**src/rtl/seq_detector_param.sv**
```systemverilog
// Parametrised serial bit-pattern detector with overlap control, input qualification,
// synchronous clear and registered match copy. Define SEQDET_MATCH_CNT_EN to add match_cnt.
module seq_detector_param #(
  parameter int                 PAT_LEN = 4,
  parameter logic [PAT_LEN-1:0] PATTERN = 4'b1100,
  parameter bit                 OVERLAP = 1'b1,
  parameter int                 CNT_W   = 8,
  localparam int                FW      = $clog2(PAT_LEN + 1)
) (
  input  logic             clk,
  input  logic             reset_n,
  // in is sampled only when in_valid=1; there is no back-pressure, every valid bit is consumed.
  input  logic             in_valid,
  input  logic             in,
  input  logic             clr,
  output logic             q,
  output logic             q_reg,
  output logic [FW-1:0]    fill
`ifdef SEQDET_MATCH_CNT_EN
  ,
  output logic [CNT_W-1:0] match_cnt
`endif
);

  localparam logic [FW-1:0] FILL_MAX = FW'(PAT_LEN);
  localparam logic [FW-1:0] FILL_MIN = FW'(PAT_LEN - 1);

  logic [PAT_LEN-1:0] h;
  logic [PAT_LEN-1:0] h_next;
  logic [PAT_LEN-1:0] w;
  logic [FW-1:0]      fill_next;
  logic               hit;

  assign w = {h[PAT_LEN-2:0], in};

  // Fill qualification keeps reset zeros from matching an all-zero pattern.
  assign hit = in_valid & ~clr & (fill >= FILL_MIN) & (w == PATTERN);
  assign q   = hit;

  always_comb begin
    h_next    = h;
    fill_next = fill;
    if (clr) begin
      h_next    = '0;
      fill_next = '0;
    end else if (in_valid) begin
      if (hit && !OVERLAP) begin
        h_next    = '0;
        fill_next = '0;
      end else begin
        h_next    = w;
        fill_next = (fill == FILL_MAX) ? fill : fill + 1'b1;
      end
    end
  end

  always_ff @(posedge clk or negedge reset_n) begin
    if (!reset_n) begin
      h     <= '0;
      fill  <= '0;
      q_reg <= 1'b0;
    end else begin
      h     <= h_next;
      fill  <= fill_next;
      q_reg <= hit;
    end
  end

`ifdef SEQDET_MATCH_CNT_EN
  localparam logic [CNT_W-1:0] CNT_MAX = '1;

  always_ff @(posedge clk or negedge reset_n) begin
    if (!reset_n) begin
      match_cnt <= '0;
    end else if (clr) begin
      match_cnt <= '0;
    end else if (hit && (match_cnt != CNT_MAX)) begin
      match_cnt <= match_cnt + 1'b1;
    end
  end
`endif

endmodule

```
**config.mk**
```make
export PLATFORM = sky130hd
export DESIGN_NAME = seq_detector_param
export DESIGN_NICKNAME = d
export VERILOG_FILES = /design/src/rtl/seq_detector_param.sv
export SDC_FILE = /design/constraint.sdc
export NUM_CORES = 1
export LEC_CHECK = 0
export CORE_AREA = 2 2 39 41
export DETAILED_ROUTE_END_ITERATION = 7
export DIE_AREA = 0 0 41 43
export PLACE_DENSITY_LB_ADDON = 0.1
export SYNTH_ARGS = -nofsm -noshare
export SYNTH_HDL_FRONTEND = slang
export SYNTH_SLANG_ARGS = --single-unit
```
**constraint.sdc**
```tcl
create_clock -name clk -period 1.8 [get_ports clk]
set_input_delay 0.36 -clock clk [delete_from_list [all_inputs] [get_ports clk]]
set_output_delay 0.36 -clock clk [all_outputs]
set_load 0.03 [all_outputs]
```
==> results_dict.tcl <==
set metrics [dict create \
    seq_area_um2 175 \
    worstSetupStartpointType "flop" \
    number_of_global_route_vias_before_repair 298 \
    vias 281 \
    cp_slowest_cell "dfrtp_1" \
    number_of_slew_limit_violations_in_the_final_report 0 \
    grt_use_met2_pct 15.9 \
    cts_made_buffers 3 \
    timing.critical_path.buf_inv 1 \
    dp.final_hpwl_um 573 \
    syn_avg_cell_area_um2 11.4 \
    place_worst_setup_slack_ns -0.0185 \
    dr.first_iter.drc_count 0 \
    grt-ovfl-total 0 \
    drt_first_pass_iters 1 \
    totalWireLength_um 720 \
    die_width_um 41 \
    global_route.usage.met1_pct 14.2 \
    syn-num-nets 40 \
    globalRouteMet3Util_pct 4.71 \
    num_ports 10 \
    p_leak_nw 0.313 \
    fill_cells 134 \
    insertedDiodeCount 0 \
    globalRoute.busiestLayer "met2" \
    worst_hold_path_type "in2async" \
    slew_headroom_pct 78.1 \
    floorplan.die_area_mm2 0.00176 \
    finalHoldViolations 0 \
    r2r-start "fill[0]" \
    layout_worst_path_cycle_share_pct 98.9 \
    worstPathMaxFanout 2 \
    grt_usage_pct 11.7 \
    timing.setup.tns_ns 0 \
    rsz0062_at_grt "true" \
    post_drt_via_cell_ratio 4.26 \
    timing_worst_setup_path_type "reg2out" \
    detail_route.drc_violations 0 \
    timing_worst_slew_pin_value_ns 0.327 \
    synth_cell_type_count 14 \
    post_route_cells_drive_above_1_share_pct 30.0 \
    place.port_buffers 9 \
    chipHeight_um 43 \
    yosys_warnings 0 \
    synthesis_to_layout_area_growth_pct 60.8 \
    number_of_antenna_violations_at_the_first_check_in_global_routing 0 \
    htree_levels 1 \
    sequential_to_total_area_share_from_yosys_stat_pct 48.1 \
    clk_pin_slew_worst_paths_ns 0.05 \
    timing.fmax_ghz 0.562 \
    insertion_delay_ns 0.24 \
    shortest_clock_period_the_worst_path_allows_after_layout_ns 1.78 \
    core_area_mm2 0.00138 \
    syn_area_um2 364 \
    route.detailed.wl_per_inst_um 10.9 \
    pwr_density_cell_mw_per_mm2 703 \
    ctsRootBufferMaster "clkbuf_4" \
    required_ns 1.44 \
    path_delay_family "flip-flops" \
    final_std_cell_area_no_fill_um2 586 \
    max-vdd-ir-drop_mv 0.256 \
    clock_skew_ns 0.00224 \
    cts_tree "done" \
    outcome "finished, final reports clean" \
    drt.antenna.violating_nets 0 \
    globalplace.congestion 0.667 \
    start_util_pct 26.3 \
    maxCapViolations 0 \
    design_power_total_mw 0.412 \
    synth_cells 32 \
    timing.critical_path.arrival_ns 1.42 \
    report.final.setup_viol 0 \
    slowest_delay_ns 0.39 \
    postPlaceCellArea_um2 520 \
    numClockSinks 7 \
    ctsLongestPathBuffers 2 \
    final_ws_setup_ns 0.0200 \
    first_pass_grt_wire_length_mm 1.28 \
    setup.worst_path.end_class "output port" \
    final_net_count 59 \
    maximum_number_of_pins_on_one_net_before_global_route_repair 8 \
    area_of_combinational_cells_with_multiple_inputs_um2 205 \
    floorplan.rows 14 \
    synth.ff_latch_count 7 \
    timing.critical_path.from "fill[1]" \
    critical_path.cell_chain "ha_2 > ha_4 > a211oi_4 > nor4_4 > buf_6" \
]
worst reg2reg max path: cells and delay by family, from the launching register on:
| family | cells | cell delay (ns) |
|---|---|---|
| compound gates | 1 | 0.16 |
| fa+ha+maj | 1 | 0.23 |
| buf+inv | 2 | 0.19 |
| flops | 1 | 0.36 |
| mux | 1 | 0.19 |
| simple gates | 1 | 0.05 |
cell families after synthesis:
kind of cell,Yosys count,share of synthesized area [%]
AOI/OAI and AO/OA,4,9.96
xor gates and xnor gates,1,2.41
adders and majority gates,3,10.3
buffers and inverters,5,7.22
DFF,7,48.1
muxes,4,11.0
and+or+nand+nor,8,11.0
repair_timing:
item | in CTS | in global routing
resized for setup | 5 | 4
hold buffers | 0 | 0
buffers inserted | 1 | 0
cloned | 0 | 0
endpoints found under the setup margin | 1 | 4
pin swaps | 4 | 0
cell type report:
| class | count | share of cell area [%] |
|---|---|---|
| inverters | 4 | 2.56 |
| flip-flops and latches | 7 | 29.9 |
| repair buffers | 15 | 24.6 |
| multi-input cells | 20 | 35.0 |
| well taps | 16 | 3.42 |
| clock buffers | 4 | 4.49 |
stage by stage:
step           utilization, %  instances  hold WS [ns]
2_1_floorplan               -         32        0.0644
4_1_cts                  41.5         66         0.380
6_report                 42.3         66         0.377
3_3_place_gp             37.6         62         0.505
5_1_grt                  42.3         66         0.387
3_5_place_dp             37.6         62         0.527
Yosys cell counts:
cell type | count | share of area, %
buf_6 | 1 | 3.1
inv_1 | 4 | 4.1
a211oi_1 | 1 | 2.1
nor4_1 | 1 | 1.7
nand2b_1 | 1 | 1.7
ha_1 | 3 | 10
mux2i_1 | 4 | 11
nand4b_1 | 1 | 2.4
a21boi_4 | 1 | 5.2
o21ai_0 | 1 | 1.4
nor2_1 | 5 | 5.2
a21oi_1 | 1 | 1.4
xnor2_1 | 1 | 2.4
dfrtp_1 | 7 | 48
worst paths after layout:
| path | endpoint | slack, ns | cells after the start |
|---|---|---|---|
| hold / removal | q_reg | 0.38 | 1 |
| setup reg to reg | fill[1] | 0.51 | 6 |
| hold reg to reg | h[2] | 0.54 | 2 |
| max in group asynchronous | h[2] | 1.18 | 1 |
| min in group clk | h[2] | 0.54 | 2 |
| setup / recovery | q | 0.02 | 5 |
layout by cell type (no fill, tap or decap), types with 3 or more instances in the layout:
| cell type | n |
|---|---|
| dfrtp_1 | 7 |
| buf_4 | 6 |
| nor2_1 | 5 |
| clkdlybuf4s50_1 | 5 |
| inv_1 | 4 |
| mux2i_1 | 4 |
| clkbuf_4 | 3 |
| dlymetal6s2s_1 | 3 |
report_power, final:
group	internal, mW	leakage [nW]	switching, mW	total, mW
registers	0.166	0.0952	0.00561	0.172
logic	0.0497	0.202	0.0527	0.102
clock network	0.0843	0.0150	0.0534	0.138
layer usage:
layer | vias to the layer above | wire length (um)
met4 | 0 | 0
li1 | 143 | -
met2 | 8 | 354
met3 | 0 | 31
met1 | 130 | 333
met5 | - | 0
No activity file was read; power rests on OpenSTA's default activity.
